==> config.mk <==
export PLATFORM = sky130hd
export DESIGN_NAME = frame_seq_ctrl
export DESIGN_NICKNAME = d
export VERILOG_FILES = /design/src/rtl/frame_seq_pkg.sv /design/src/rtl/delay_counter.sv /design/src/rtl/frame_seq_ctrl.sv
export SDC_FILE = /design/constraint.sdc
export NUM_CORES = 1
export LEC_CHECK = 0
export ABC_AREA = 1
export BUFFER_PORTS_ARGS = -buffer_cell sky130_fd_sc_hd__buf_2
export CAP_MARGIN = 20
export CORE_UTILIZATION = 63
export CTS_CLUSTER_DIAMETER = 60
export DETAILED_ROUTE_END_ITERATION = 10
export PLACE_DENSITY = 0.95
export SLEW_MARGIN = 5
export SYNTH_ARGS = -nofsm -noshare
export SYNTH_HDL_FRONTEND = slang
export SYNTH_HIERARCHICAL = 1
export SYNTH_SLANG_ARGS = --single-unit
==> constraint.sdc <==
create_clock -name HCLK -period 5.2 [get_ports HCLK]
set_clock_uncertainty 0.15 [all_clocks]
set_input_delay 0.78 -clock HCLK [delete_from_list [all_inputs] [get_ports HCLK]]
set_output_delay 0.78 -clock HCLK [all_outputs]
set_load 0.02 [all_outputs]
==> src/rtl/frame_seq_pkg.sv <==
// Shared definitions for the frame streaming path: sequencer states and the
// default frame geometry used by the reader, writer and benches.
package frame_seq_pkg;

  typedef enum logic [2:0] {
    ST_IDLE,
    ST_VSYNC_WAIT,
    ST_HSYNC_WAIT,
    ST_DATA,
    ST_DONE
  } state_t;

  localparam int DEF_WIDTH          = 768;
  localparam int DEF_HEIGHT         = 512;
  localparam int DEF_START_UP_DELAY = 100;
  localparam int DEF_HSYNC_DELAY    = 160;

  // Bit width for a count range, never narrower than one bit.
  function automatic int clog2_min1(input int v);
    return (v > 1) ? $clog2(v) : 1;
  endfunction

endpackage

==> src/rtl/delay_counter.sv <==
// Loadable down-counter; tc is high while the count sits at zero.
module delay_counter #(
  parameter int CNT_W = 8
) (
  input  logic             clk,
  input  logic             rst,
  input  logic             clr,
  input  logic             load,
  input  logic [CNT_W-1:0] load_val,
  input  logic             en,
  output logic             tc
);

  logic [CNT_W-1:0] cnt;

  always_ff @(posedge clk or posedge rst) begin
    if (rst) begin
      cnt <= '0;
    end else if (clr) begin
      cnt <= '0;
    end else if (load) begin
      cnt <= load_val;
    end else if (en && (cnt != '0)) begin
      cnt <= cnt - CNT_W'(1);
    end
  end

  assign tc = (cnt == '0);

endmodule

==> src/rtl/frame_seq_ctrl.sv <==
// Frame sequencer: VSYNC start-up window, per-line blanking, then HSYNC beats
// of two pixels each with an incrementally tracked pixel address.
//
// state         | meaning
// ST_IDLE       | waiting for start, position cleared
// ST_VSYNC_WAIT | start-up window, VSYNC high
// ST_HSYNC_WAIT | line blanking, ready ignored
// ST_DATA       | HSYNC high, beat moves on out_ready
// ST_DONE       | one-cycle ctrl_done pulse
module frame_seq_ctrl
  import frame_seq_pkg::*;
#(
  parameter int WIDTH          = DEF_WIDTH,
  parameter int HEIGHT         = DEF_HEIGHT,
  parameter int START_UP_DELAY = DEF_START_UP_DELAY,
  parameter int HSYNC_DELAY    = DEF_HSYNC_DELAY,
  parameter int ADDR_W         = $clog2(WIDTH*HEIGHT)
) (
  input  logic                             HCLK,
  input  logic                             HRESET,
  input  logic                             start,
  input  logic                             out_ready,
  output logic                             VSYNC,
  output logic                             HSYNC,
  output logic [ADDR_W-1:0]                pix_addr,
  output logic [clog2_min1(HEIGHT)-1:0]    row,
  output logic [clog2_min1(WIDTH)-1:0]     col,
  output logic                             busy,
  output logic                             ctrl_done
);

  localparam int ROW_W = clog2_min1(HEIGHT);
  localparam int COL_W = clog2_min1(WIDTH);
  localparam int CNT_W = clog2_min1((START_UP_DELAY > HSYNC_DELAY) ? START_UP_DELAY : HSYNC_DELAY);

  state_t           state;
  logic             cnt_clr, cnt_load, cnt_en, cnt_tc;
  logic [CNT_W-1:0] cnt_val;
  logic             line_end, last_row;

  assign line_end = (col == COL_W'(WIDTH - 2));
  assign last_row = (row == ROW_W'(HEIGHT - 1));

  // Counter is loaded on the same edge that enters a wait state, so a load
  // of N-1 yields exactly N cycles in that state.
  always_comb begin
    cnt_clr  = 1'b0;
    cnt_load = 1'b0;
    cnt_en   = 1'b0;
    cnt_val  = '0;
    case (state)
      ST_IDLE: begin
        if (start) begin
          cnt_load = 1'b1;
          cnt_val  = CNT_W'(START_UP_DELAY - 1);
        end else begin
          cnt_clr = 1'b1;
        end
      end
      ST_VSYNC_WAIT: begin
        if (cnt_tc) begin
          cnt_load = 1'b1;
          cnt_val  = CNT_W'(HSYNC_DELAY - 1);
        end else begin
          cnt_en = 1'b1;
        end
      end
      ST_HSYNC_WAIT: cnt_en = !cnt_tc;
      ST_DATA: begin
        if (out_ready && line_end && !last_row) begin
          cnt_load = 1'b1;
          cnt_val  = CNT_W'(HSYNC_DELAY - 1);
        end
      end
      default: ;
    endcase
  end

  delay_counter #(.CNT_W(CNT_W)) u_delay (
    .clk      (HCLK),
    .rst      (HRESET),
    .clr      (cnt_clr),
    .load     (cnt_load),
    .load_val (cnt_val),
    .en       (cnt_en),
    .tc       (cnt_tc)
  );

  always_ff @(posedge HCLK or posedge HRESET) begin
    if (HRESET) begin
      state     <= ST_IDLE;
      VSYNC     <= 1'b0;
      HSYNC     <= 1'b0;
      busy      <= 1'b0;
      ctrl_done <= 1'b0;
      pix_addr  <= '0;
      row       <= '0;
      col       <= '0;
    end else begin
      case (state)
        ST_IDLE: begin
          row       <= '0;
          col       <= '0;
          pix_addr  <= '0;
          HSYNC     <= 1'b0;
          ctrl_done <= 1'b0;
          if (start) begin
            state <= ST_VSYNC_WAIT;
            VSYNC <= 1'b1;
            busy  <= 1'b1;
          end else begin
            VSYNC <= 1'b0;
            busy  <= 1'b0;
          end
        end
        ST_VSYNC_WAIT: begin
          if (cnt_tc) begin
            state <= ST_HSYNC_WAIT;
            VSYNC <= 1'b0;
          end
        end
        ST_HSYNC_WAIT: begin
          if (cnt_tc) begin
            state <= ST_DATA;
            HSYNC <= 1'b1;
          end
        end
        ST_DATA: begin
          if (out_ready) begin
            if (line_end) begin
              col   <= '0;
              HSYNC <= 1'b0;
              if (last_row) begin
                // Row stays on the last line, so step back to its start.
                state     <= ST_DONE;
                ctrl_done <= 1'b1;
                pix_addr  <= pix_addr - ADDR_W'(WIDTH - 2);
              end else begin
                state    <= ST_HSYNC_WAIT;
                row      <= row + ROW_W'(1);
                pix_addr <= pix_addr + ADDR_W'(2);
              end
            end else begin
              col      <= col + COL_W'(2);
              pix_addr <= pix_addr + ADDR_W'(2);
            end
          end
        end
        ST_DONE: begin
          state     <= ST_IDLE;
          ctrl_done <= 1'b0;
          busy      <= 1'b0;
          row       <= '0;
          col       <= '0;
          pix_addr  <= '0;
        end
        default: state <= ST_IDLE;
      endcase
    end
  end

endmodule

# After elaboration in Yosys (flattened, before gate mapping)
# Cells that the tools add are included.
totals:
  register_bits: 53
  inputBits: 4
  output_inout_bits: 42
  elab_cells: 91
classes:
  addsub: 5
  n_eq_ne: 13
  muxes: 44
  reduce_logical: 20
op_table:
  columns: ["cell", "n"]
  rows:
  - ["19-bit 2-to-1 mux", 3]
  - ["8-bit 2-to-1 mux", 5]
  - ["19-bit one-hot mux with 2 select lines", 1]
  - ["9-bit 2-to-1 mux", 3]
  - ["8-bit one-hot mux with 3 select lines", 1]
  - ["10-bit 2-to-1 mux", 2]
  - ["10-bit one-hot mux with 2 select lines", 1]
  - ["19-bit by 2-bit adder with 19-bit output, second input constant", 1]
  - ["19-bit by 10-bit subtractor with 19-bit output, second input constant", 1]
  - ["3-bit 2-to-1 mux", 6]
  - ["9-bit one-hot mux with 2 select lines", 1]
  - ["2-bit != test, second input constant", 7]
  - ["1-bit 2-to-1 mux", 13]
  - ["3-bit one-hot mux with 4 select lines", 1]
  - ["4-bit AND reduction", 3]
  - ["10-bit by 2-bit adder with 10-bit output, second input constant", 1]
  - ["10-bit == test, second input constant", 1]
  - ["9-bit by 1-bit adder with 9-bit output, second input constant", 1]
  - ["9-bit == test, second input constant", 1]
  - ["8-bit zero test", 1]
  - ["1-bit one-hot mux with 2 select lines", 4]
  - ["8-bit nonzero test", 1]
  - ["8-bit by 1-bit subtractor with 8-bit output, second input constant", 1]
  - ["7-bit 2-to-1 mux", 1]
  - ["other kinds (12)", 21]

# Longest topological paths before layout
# Gate-level depths: netlist of the first run.
depth:
  word_depth: 7
  ltp_mapped: 18
  ltp_nobuf: 18

# By module
# Netlist of the first run, hierarchy kept.
by_module_without_submodules:
  columns: ["mod", "instances", "cells_each", "area_per_inst_um2", "seq_area_each_um2"]
  rows:
  - ["frame_seq_ctrl", 1, 422, 2882.8, 1076.0]
  - ["delay_counter", 1, 92, 586.8, 200.2]

# Worst setup path before layout of the first run
# No wires, ideal clock.
synth_timing:
  kind: "register -> register"
  from: "register row[0]"
  to: "register u_delay.cnt[7]"
  setup_ns: 0.065
  arrival_ns: 2.398
  t_required_ns: 4.985
  setup_slack_ns: 2.587
  path_stages_with_launch: 18
  path_buffers: 0
  period_less_slack_ns: 2.613
  path_cell_list: "dfrtp_1 > ha_1 > nand2_1 > inv_1 > nand3_1 > nor2_1 > ha_1 > inv_1 > nor2_1 > nor2_1 > nand2_2 > nor2_2 > inv_2 > nand3_1 > inv_1 > a21oi_1 > nand2_1 > nand2_1"
synth_between:
  elab_chain_len: 7
  word_cells_on_any_way: 10
  classes_between: "eq/ne: 1; mux: 6; reduce/logical: 3"
synth_lines:
  columns: ["element", "line", "rtl"]
  rows:
  - ["start: declaration", "frame_seq_ctrl.sv:26", "output logic [clog2_min1(HEIGHT)-1:0] row,"]
  - ["start signal: assignment", "frame_seq_ctrl.sv:140", "row <= row + ROW_W'(1);"]
  - ["9-bit == test (*)", "frame_seq_ctrl.sv:42", "assign last_row = (row == ROW_W'(HEIGHT - 1));"]
  - ["1-bit zero test (*)", "frame_seq_ctrl.sv:70", "if (out_ready && line_end && !last_row) begin"]
  - ["1-bit logical AND (*)", "frame_seq_ctrl.sv:70", null]
  - ["1-bit 2-to-1 mux (*)", "frame_seq_ctrl.sv:70", null]
  - ["1-bit one-hot mux with 3 select lines (*)", "frame_seq_ctrl.sv:51", "case (state)"]
  - ["net cnt_load", "frame_seq_ctrl.sv:37", "logic cnt_clr, cnt_load, cnt_en, cnt_tc;"]
  - ["8-bit 2-to-1 mux", "delay_counter.sv:21", "end else if (load) begin"]
  - ["8-bit 2-to-1 mux", "delay_counter.sv:19", "end else if (clr) begin"]
  - ["end signal: assignment", "delay_counter.sv:22", "cnt <= load_val;"]
  - ["end signal: assignment", "delay_counter.sv:24", "cnt <= cnt - CNT_W'(1);"]
  - ["end: declaration", "delay_counter.sv:14", "logic [CNT_W-1:0] cnt;"]
# Mark *: on every way through the listed nets, which the timed path passes. The rest lies on a longest branch.
# A chain may end at the register's enable or synchronous reset.

# Worst setup path in the final report of the first run
layout_timing:
  from: "register state[1]"
  to: "register u_delay.cnt[4]"
layout_between:
  elab_chain_len: 4
  word_cells_on_any_way: 12
  classes_between: "eq/ne: 3; mux: 6; reduce/logical: 3"
layout_lines:
  columns: ["element", "line", "rtl"]
  rows:
  - ["start: declaration", "frame_seq_ctrl.sv:36", "state_t state;"]
  - ["start signal: assignment", "frame_seq_ctrl.sv:91", "state <= ST_IDLE;"]
  - ["start signal: assignment", "frame_seq_ctrl.sv:108", "state <= ST_VSYNC_WAIT;"]
  - ["start signal: assignment", "frame_seq_ctrl.sv:118", "state <= ST_HSYNC_WAIT;"]
  - ["3-bit by 2-bit == test with 1-bit output (tied with other cells)", "frame_seq_ctrl.sv:51", null]
  - ["1-bit one-hot mux with 3 select lines (*)", "frame_seq_ctrl.sv:51", null]
  - ["net cnt_load", "frame_seq_ctrl.sv:37", null]
  - ["8-bit 2-to-1 mux", "delay_counter.sv:21", null]
  - ["8-bit 2-to-1 mux", "delay_counter.sv:19", null]
# Marks and branches as above.

==> results by group, run 1 <==
Clocking
  • CTS tree: built
  • CTS-repair resized insts: 0
  • Total setup buffers inserted after CTS: 0
  • H-tree depth: 2
  • Hold Buf Count CTS: 0
  • Num CTS Buffers: 5
  • CTS max path bufs: 2
  • Reg clk slew, reported paths: 100 ps
  • Clk sinks: 51
  • Clk root buf: clkbuf_8
  • Clock latency on the worst-skew pair: 310 ps

Worst setup path
  • CP max FO: 19
  • Data arrival time of the critical path: 3860 ps
  • Critical path launch point type: flop
  • CP Capture Type: flop
  • Crit path kind: reg2reg
  • Required @ worst endpoint: 5310 ps

Global routing
  • Pin count of the biggest net entering global routing: 44
  • GR Layer Usage met2: 50.5%
  • Busiest layer in global routing: met2
  • First-pass GRT wire length: 14,400 um
  • Met1 usage: 39.5%
  • GRT Residual Overflow: 0
  • GR Util met3: 4.55%
  • Vias in the first global route: 3,264
  • Gr usage total: 30.3%
  • Initial antenna violation count: 0

Power
  • Pleak: 2.02 nW
  • Cell Pwr Density: 473 nW/um2
  • Total power: 1.82 mW
  • Internal: 940 uW
  • Clk network pwr share: 18.1%
  • Net Sw Frac: 48.4%
  • Comb pwr share: 50.6%
  • Max IR drop VDD: 0.334 mV
  • Sequential power share: 31.3%
  • Sw Pwr: 881 uW

Floorplanning
  • Die Ht: 76.2 um
  • Row cnt: 26
  • Chip Width: 76.2 um
  • # IOs: 46
  • Initial core utilization: 66.7%
  • Core ar.: 5200 um2
  • Die area: 5810 um2

Placed design
  • Dpl hpwl: 5970 um
  • DP Area: 3710 um2
  • Dpl cells: 618
  • PortBufs: 43
  • Pre-CTS setup slack: 1570 ps
  • Gpl congestion: 0.957

Logic synthesis
  • Most used flip-flop cell after synthesis: dfrtp_1
  • Synth unique cells: 38
  • Async SR Flop Fraction: 100%
  • Synth top area cells: dfrtp_1, nand2_1, nand3_1
  • Synth top cells by count: nand2_1, nor2_1, nand3_1
  • Post-synthesis sequential area ratio: 36.8%
  • Synthesized cell area: 3470 um2
  • Synth Register Bits: 51
  • Top cell type's share of synthesized area: 36.8%
  • Post-synth EDFFs: 0
  • Syn Area/Cell: 6.75 um2
  • Most frequent cell after synthesis: nand2_1
  • Synth warn: 6
  • Cells after synthesis: 514
  • Cell taking the most area after synthesis: dfrtp_1

Routing
  • WL/cell: 13.2 um
  • DR pass1 iterations: 5
  • Final ANT Viol Nets: 0
  • Initial DRC count: 417
  • Vias: 3,567
  • Vias per std cell: 5.70
  • Drt total wl: 8290 um
  • Residual DRC: 0

STA
  • Hold Slack: 252 ps
  • RSZ-0062 raised after global routing: no
  • Final period util: 72.1%
  • Slack of the critical path: 1450 ps
  • Worst-Margin Slew: 834 ps
  • Normalized max-slew margin: 44.2%
  • Slew Viols, Final: 0
  • Final hold vios: 0
  • Final setup fails: 0
  • Final Critical Period: 3750 ps
  • Max Clock Freq: 267 MHz
  • Setup_tns: 0 ps

Outcome
  • Status: finished, final reports clean

Finish
  • Design Area, Final: 3850 um2
  • # diodes: 0
  • Final std cells w/o fill: 626
  • NumNets Final: 565
  • Syn-to-layout area delta: 10.9%
  • Ratio of cells with drive above 1 in the final layout: 13.5%
  • Final core occ: 73.9%

Run
  • Max_cap viols: 0

Worst hold path
  • Worst min path class: in2async
[final timing paths]
check	cells after the start	start	slack [ps]	endpoint
hold / removal	2	HRESET	250	u_delay/cnt[7]
max in group asynchronous	3	HRESET	4090	row[6]
setup / recovery	13	state[1]	1450	u_delay/cnt[4]
setup reg to reg	13	state[1]	1450	u_delay/cnt[4]
hold reg to reg	2	u_delay/cnt[7]	360	u_delay/cnt[7]
min in group HCLK	2	u_delay/cnt[7]	360	u_delay/cnt[7]
[state kept, by name (all words and copies together) (netlist names)]
register	count
HSYNC	1
VSYNC	1
busy	1
col	9
ctrl_done	1
pix_addr	18
row	9
state	3
u_delay/cnt	8
[power by group through the flow]
stage / Sequential, mW / Clock, mW / Combinational [mW]
2_1_floorplan: 0.607 / 0 / 0.684
3_3_place_gp: 0.572 / 0 / 0.868
3_5_place_dp: 0.575 / 0 / 0.903
4_1_cts: 0.567 / 0.333 / 0.909
5_1_grt: 0.581 / 0.351 / 1.04
6_report: 0.571 / 0.330 / 0.921
[routing by layer]
| layer | vias up | share of wire (%) |
|---|---|---|
| met5 | - | 0 |
| met2 | 183 | 48 |
| met3 | 26 | 7.6 |
| met1 | 1627 | 42 |
| met4 | 0 | 1.9 |
| li1 | 1731 | - |
[placed cells by master (no fill, tap or decap), types with 2 or more instances in the layout]
cell	Yosys	routed
ha_1	6	6
clkbuf_8	0	5
a21oi_1	14	14
inv_2	3	3
nor2_4	3	3
xnor2_1	3	3
o21ai_0	20	20
nand4_1	14	14
nand3b_1	2	2
nor2_1	68	68
bufinv_16	0	2
nand3_1	57	57
nor2_2	2	2
buf_2	4	43
inv_1	51	50
conb_1	1	2
o22ai_1	2	2
nand2_2	4	4
nand2_1	164	164
xor2_1	8	8
a31oi_1	2	2
nand3_2	3	3
dfrtp_1	51	51
o21ai_1	10	10
nor3_1	3	3
[cell families (layout without fill, tap and decap cells)]
logic type | Yosys count | in the layout | synth area share, %
buffers and inverters | 67 | 108 | 8.26
xor gates and xnor gates | 11 | 11 | 2.78
DFF | 51 | 51 | 36.8
adders and majority gates | 6 | 6 | 2.16
and+or+nand+nor | 326 | 326 | 41.9
AOI/OAI and AO/OA | 52 | 52 | 8.04
other | 1 | 2 | 0.108
[worst max-delay path, stage by stage, from the launching register on]
cell and delay, ps:
dfrtp_1 450, nor2_1 670, inv_2 340, nand2_2 220
nand2_8 120, nor2_1 130, nand2_2 170, nor2_2 190
inv_2 70, nand3_1 290, inv_1 240, a21oi_1 420
nand2_1 140, nand2_1 80
[final cells by class]
| cell class | instances | area (um2) |
|---|---|---|
| Clock buffer | 5 | 68.8 |
| Inverter | 56 | 214 |
| Timing Repair Buffer | 44 | 223 |
| Sequential cell | 51 | 1280 |
| Fill cell | 386 | 1360 |
| Tap cell | 70 | 87.6 |
| Clock inverter | 3 | 67.6 |
| Multi-Input combinational cell | 397 | 1910 |
No activity file was read; power rests on OpenSTA's default activity.
==> inputs of run 2 (changes only) <==
--- a/config.mk
+++ b/config.mk
@@ -8,10 +8,10 @@
 export ABC_AREA = 1
 export BUFFER_PORTS_ARGS = -buffer_cell sky130_fd_sc_hd__buf_2
 export CAP_MARGIN = 20
-export CORE_UTILIZATION = 63
+export CORE_UTILIZATION = 53
 export CTS_CLUSTER_DIAMETER = 60
 export DETAILED_ROUTE_END_ITERATION = 10
-export PLACE_DENSITY = 0.95
+export PLACE_DENSITY = 0.89
 export SLEW_MARGIN = 5
 export SYNTH_ARGS = -nofsm -noshare
 export SYNTH_HDL_FRONTEND = slang
==> constraint.sdc (replaced) <==
create_clock -name HCLK -period 3.4 [get_ports HCLK]
set_clock_uncertainty 0.15 [all_clocks]
set_input_delay 0.51 -clock HCLK [delete_from_list [all_inputs] [get_ports HCLK]]
set_output_delay 0.51 -clock HCLK [all_outputs]
set_load 0.02 [all_outputs]
==> results by group, run 2 (synthesis results as in run 1) <==
Worst setup path
  • Crit path kind: reg2reg
  • CP Capture Type: flop
  • CP max FO: 13 (-6)
  • Critical path capture point: u_delay/cnt[7]
  • Crit path launch: row[0]
  • Worst-path cell chain: ha_1 -> nand2_1 -> inv_1 -> nand3_1 -> nor2_1 -> ha_1 -> inv_1 -> nor2_1 -> nor2_1 -> nand2_2 -> nor2_2 -> inv_2 -> nand3_1 -> inv_1 -> a21oi_1 -> nand2_1 -> nand2_1
  • Crit path max-delay family: simple AND/OR/NAND/NOR gates
  • Required @ worst endpoint: 3500 ps (-1810 ps)
  • R2r startpoint: row[0]
  • Reg-to-Reg End: u_delay/cnt[7]
  • Worst stage delay on the critical path: 440 ps (-230 ps)
  • R2r setup slk: 480 ps (-970 ps)
  • Buf/Inv on CP: 4 (+1)
  • Worst-case reg-to-reg path depth: 17 (+4)
  • Data arrival time of the critical path: 3020 ps (-840 ps)
  • Cell with the largest stage delay on the worst path: dfrtp_1
  • Critical path launch point type: flop
  • Number of cells on the critical path: 17 (+4)

Routing
  • Vias: 3,549 (-0.50%)
  • DR pass1 iterations: 5 (unchanged)
  • Drt total wl: 8490 um (+2.4%)
  • Initial DRC count: 312 (-25%)
  • Final ANT Viol Nets: 0 (unchanged)
  • Residual DRC: 0 (unchanged)
  • Vias per std cell: 5.59 (-1.9%)
  • WL/cell: 13.4 um (+1.0%)

Finish
  • Sequential cell area: 1280 um2 (unchanged)
  • Commonest non-fill, non-tap cell in the layout: nand2_1
  • # diodes: 0 (unchanged)
  • Area of the multi-input gates: 1910 um2 (unchanged)
  • Largest Register: pix_addr
  • Ratio of cells with drive above 1 in the final layout: 13.6% (+0.13 points)
  • Final std cells w/o fill: 635 (+1.4%)
  • NumNets Final: 567 (+0.35%)
  • Layout fillers: 558 (+45%)
  • Biggest regs: pix_addr: 18 flops, col: 9 flops, row: 9 flops
  • Syn-to-layout area delta: 10.5%
  • Max reg flops: 18 (unchanged)
  • Commonest cells after routing, fill and taps aside: nand2_1, nor2_1, nand3_1, dfrtp_1, inv_1

Clocking
  • H-tree depth: 2 (unchanged)
  • Clock latency on the worst-skew pair: 310 ps (about the same)
  • Total setup buffers inserted after CTS: 0 (unchanged)
  • CTS tree: built
  • CTS-repair resized insts: 0 (unchanged)
  • Clk root buf: clkbuf_8
  • Reg clk slew, reported paths: 90 ps (about the same)
  • Num CTS Buffers: 5 (unchanged)
  • Clk sinks: 51 (unchanged)
  • CTS max path bufs: 2 (unchanged)
  • Hold Buf Count CTS: 0 (unchanged)

Placed design
  • Dpl hpwl: 6100 um (+2.2%)
  • Pre-CTS setup slack: 473 ps (-1100 ps)
  • Gpl congestion: 0.910 (-4.9%)
  • Dpl cells: 627 (+1.5%)
  • PortBufs: 43 (unchanged)

Floorplanning
  • Die area: 6870 um2 (+18%)
  • Die Ht: 82.9 um (+8.8%)
  • Row cnt: 29 (+12%)
  • Core ar.: 6350 um2 (+22%)
  • # IOs: 46 (unchanged)
  • Chip Width: 82.9 um (+8.8%)
  • Initial core utilization: 54.6% (-12 points)

Global routing
  • First-pass GRT wire length: 14,500 um (+0.72%)
  • Pin count of the biggest net entering global routing: 44 (unchanged)
  • Vias in the first global route: 3,268 (+0.12%)
  • Gr usage total: 25.3% (-5.0 points)
  • GRT Residual Overflow: 0 (unchanged)
  • Initial antenna violation count: 0 (unchanged)

Outcome
  • Violated checks: hold timing
  • Status: finished with violations

STA
  • RSZ-0062 raised after global routing: no
  • Normalized max-slew margin: 63.4% (+19 points)
  • Final period util: 85.8% (+14 points)
  • Final hold vios: 5 (+5)
  • Max Clock Freq: 343 MHz (+29%)
  • Slew Viols, Final: 0 (unchanged)
  • Worst-Margin Slew: 550 ps (-284 ps)
  • Final setup fails: 0 (unchanged)
  • Final Critical Period: 2920 ps (-834 ps)
  • Hold Slack: -1.24 ps (-253 ps)
  • Slack of the critical path: 483 ps (-966 ps)
  • Setup_tns: 0 ps (unchanged)

Power
  • Clk network pwr share: 14.5% (-3.6 points)
  • Comb pwr share: 53.3% (+2.7 points)
  • Cell Pwr Density: 704 nW/um2 (+49%)
  • Pleak: 2.02 nW (-0.15%)
  • Sw Pwr: 1.35 mW (+53%)
  • Net Sw Frac: 49.9% (+1.5 points)
  • Sequential power share: 32.3% (+1.0 points)
  • Internal: 1.35 mW (+44%)
  • Max IR drop VDD: 0.571 mV (+71%)

Run
  • Max_cap viols: 0 (unchanged)

Worst hold path
  • Worst min path class: in2async
## run 2: changes by cell type in the layout (fill, tap and decap cells not counted)
cell,previous run,this run
buf_4,1,3
bufinv_16,2,0
clkbuf_8,5,7
clkbuf_1,0,1
clkinvlp_4,1,0
## run 2: power by group through the flow
stage	Sequential, mW	Clock (mW)	Combinational [mW]
2_1_floorplan	0.928	0	1.05
3_3_place_gp	0.871	0	1.37
3_5_place_dp	0.877	0	1.42
4_1_cts	0.868	0.395	1.43
5_1_grt	0.888	0.424	1.61
6_report	0.871	0.390	1.44
## run 2: how the worst min path moves through the flow
stage | end | cells after the start | start | slack (ps)
final | u_delay/cnt[0] | 2 | HRESET | -1
after detailed placement | busy | 2 | busy | 320
after CTS | u_delay/cnt[2] | 2 | HRESET | 9
after floorplan | u_delay/cnt[0] | 1 | HRESET | 180
after global routing | u_delay/cnt[7] | 2 | HRESET | 10
after global placement | busy | 2 | busy | 320
## run 2: stage by stage
stage	area, um2	util (%)	total power [mW]
floorplan	3470	-	1.97
global placement	3730	58.8	2.24
detailed placement	3730	58.8	2.30
CTS	3830	60.4	2.69
global route	3830	60.4	2.93
finish	3830	60.4	2.70
## run 2: area by class of cell
cell class | count | area share, %
clock buffer | 8 | 2.61
multi-input combinational | 397 | 49.8
tap | 77 | 2.51
inverter | 56 | 5.58
timing repair buffer | 46 | 6.20
sequential | 51 | 33.3
## run 2: per-layer routing
metal | global-route usage, % | wire [um] | vias to the layer above
li1 | - | - | 1739
met1 | 33.2 | 3720 | 1652
met2 | 43.0 | 4130 | 141
met3 | 4.08 | 538 | 17
met4 | 7.84 | 104 | 0
met5 | 0 | 0 | -
==> inputs of run 3 (changes only) <==
--- a/config.mk
+++ b/config.mk
@@ -11,7 +11,7 @@
 export CORE_UTILIZATION = 53
 export CTS_CLUSTER_DIAMETER = 60
 export DETAILED_ROUTE_END_ITERATION = 10
-export PLACE_DENSITY = 0.89
+export PLACE_DENSITY_LB_ADDON = 0.25
 export SLEW_MARGIN = 5
 export SYNTH_ARGS = -nofsm -noshare
 export SYNTH_HDL_FRONTEND = slang
==> results by group, run 3 (synthesis results as in run 1) <==
Outcome
  • Status: finished, final reports clean

Clocking
  • Num CTS Buffers: 5 (unchanged)
  • H-tree depth: 2 (unchanged)
  • Clk root buf: clkbuf_8
  • Hold Buf Count CTS: 0 (unchanged)
  • Clk sinks: 51 (unchanged)
  • Total setup buffers inserted after CTS: 0 (unchanged)
  • Reg clk slew, reported paths: 90 ps (about the same)
  • CTS-repair resized insts: 0 (unchanged)
  • Clock latency on the worst-skew pair: 310 ps (about the same)
  • CTS max path bufs: 2 (unchanged)
  • CTS tree: built

STA
  • Final hold vios: 0 (-5)
  • RSZ-0062 raised after global routing: no
  • Max Clock Freq: 339 MHz (-1.1%)
  • Slew Viols, Final: 0 (unchanged)
  • Setup_tns: 0 ps (unchanged)
  • Final setup fails: 0 (unchanged)
  • Final period util: 86.7% (+0.92 points)
  • Slack of the critical path: 451 ps (-31.3 ps)
  • Final Critical Period: 2950 ps (+31.3 ps)

Worst setup path
  • CP Capture Type: flop
  • Number of cells on the critical path: 17 (unchanged)
  • Worst stage delay on the critical path: 450 ps (about the same)
  • Required @ worst endpoint: 3500 ps (about the same)
  • Buf/Inv on CP: 4 (unchanged)
  • CP max FO: 13 (unchanged)
  • Worst-path cell chain: ha_1 -> nand2_1 -> inv_1 -> nand3_1 -> nor2_1 -> ha_1 -> inv_1 -> nor2_1 -> nor2_1 -> nand2_2 -> nor2_2 -> inv_2 -> nand3_1 -> inv_1 -> a21oi_1 -> nand2_1 -> nand2_1
  • Worst-case reg-to-reg path depth: 17 (unchanged)
  • Critical path launch point type: flop
  • Cell with the largest stage delay on the worst path: a21oi_1
  • Crit path max-delay family: simple AND/OR/NAND/NOR gates
  • R2r startpoint: row[0]
  • Crit path kind: reg2reg
  • Data arrival time of the critical path: 3050 ps (+30 ps)
  • Crit path launch: row[0]

Worst hold path
  • Hold Crit Start: busy
  • Worst min path class: reg2reg
  • Hold path cells: 2

Routing
  • Vias per std cell: 5.32 (-4.8%)
  • WL/cell: 12.5 um (-6.8%)
  • Residual DRC: 0 (unchanged)
  • Drt total wl: 7940 um (-6.5%)
  • DR pass1 iterations: 5 (unchanged)
  • Final ANT Viol Nets: 0 (unchanged)
  • Vias: 3,389 (-4.5%)
  • Initial DRC count: 255 (-18%)

Power
  • Max IR drop VDD: 0.550 mV (-3.6%)
  • Comb pwr share: 53.1% (-0.2 points)
  • Net Sw Frac: 49.4% (-0.49 points)
  • Cell Pwr Density: 691 nW/um2 (-1.8%)
  • Sequential power share: 32.4% (about the same)
  • Pleak: 2.04 nW (+0.78%)
  • Internal: 1.35 mW (+0.23%)
  • Total power: 2.68 mW (-0.74%)
  • Sw Pwr: 1.33 mW (-1.7%)
  • Clk network pwr share: 14.6% (about the same)

Global routing
  • GRT Residual Overflow: 0 (unchanged)
  • First-pass GRT wire length: 14,200 um (-2.1%)
  • Gr usage total: 24.6% (-0.73 points)
  • Pin count of the biggest net entering global routing: 29 (-34%)
  • Initial antenna violation count: 0 (unchanged)
  • Vias in the first global route: 3,222 (-1.4%)

Finish
  • Final std cells w/o fill: 637 (+0.31%)
  • Ratio of cells with drive above 1 in the final layout: 13.9% (+0.31 points)
  • Commonest cells after routing, fill and taps aside: nand2_1, nor2_1, nand3_1, dfrtp_1, inv_1
  • NumNets Final: 569 (+0.35%)
  • # diodes: 0 (unchanged)
  • Commonest non-fill, non-tap cell in the layout: nand2_1
  • Biggest regs: pix_addr: 18 flops, col: 9 flops, row: 9 flops
  • Max reg flops: 18 (unchanged)
  • Syn-to-layout area delta: 11.7%
  • Largest Register: pix_addr

Placed design
  • Gpl congestion: 0.940 (+3.3%)
  • Dpl cells: 627 (unchanged)
  • PortBufs: 43 (unchanged)
  • Pre-CTS setup slack: 463 ps (-9.74 ps)
  • Dpl hpwl: 5820 um (-4.5%)

Floorplanning
  • Row cnt: 29 (unchanged)
  • Initial core utilization: 54.6% (unchanged)
  • # IOs: 46 (unchanged)
  • Core ar.: 6350 um2 (unchanged)
  • Chip Width: 82.9 um (unchanged)
  • Die area: 6870 um2 (unchanged)
  • Die Ht: 82.9 um (unchanged)

Run
  • Max_cap viols: 0 (unchanged)
## run 3: cell count changes in the layout (fill, tap and decap cells not counted)
cell	delta
buf_16	+1
dlygate4sd3_1	+1
clkbuf_1	-1
clkinvlp_4	+1
## run 3: final timing paths
path / endpoint / slack, ps
hold reg to reg: busy / 340
min in group asynchronous: pix_addr[5] / 520
max in group asynchronous: HSYNC / 1910
hold / removal: busy / 340
setup / recovery: u_delay/cnt[1] / 450
setup reg to reg: u_delay/cnt[1] / 450
## run 3: tightest hold or removal path, delay by kind of cell, from the launching register on
| family | cells | cell delay [ps] |
|---|---|---|
| flops | 1 | 350 |
| simple gates | 2 | 110 |
## run 3: through the flow
step           hold slack, ps  utilization (%)  area [um2]
4_1_cts                  1.29             60.5        3840
5_1_grt                   384             61.0        3880
6_report                  340             61.0        3880
3_5_place_dp              317             58.8        3730
2_1_floorplan             176                -        3470
3_3_place_gp              317             58.8        3730
## run 3: per-layer routing
metal  wire length, um  track usage, %
met5                 0               0
met4                99            6.58
met3               370            3.08
met2              3740            42.0
met1              3730            32.9
## run 3: cell type report
class                      count  area (um2)
multi-input combinational    397        1910
inverter                      56         214
fill                         609        2470
tap                           77        96.3
clock inverter                 1        7.51
sequential                    51        1280
clock buffer                   7        96.3
timing repair buffer          48         275
## run 3: power by group through the flow
stage	logic (mW)	clock network [mW]	registers (mW)
2_1_floorplan	1.05	0	0.928
3_3_place_gp	1.38	0	0.872
3_5_place_dp	1.42	0	0.878
4_1_cts	1.42	0.404	0.867
5_1_grt	1.62	0.432	0.888
6_report	1.42	0.390	0.867
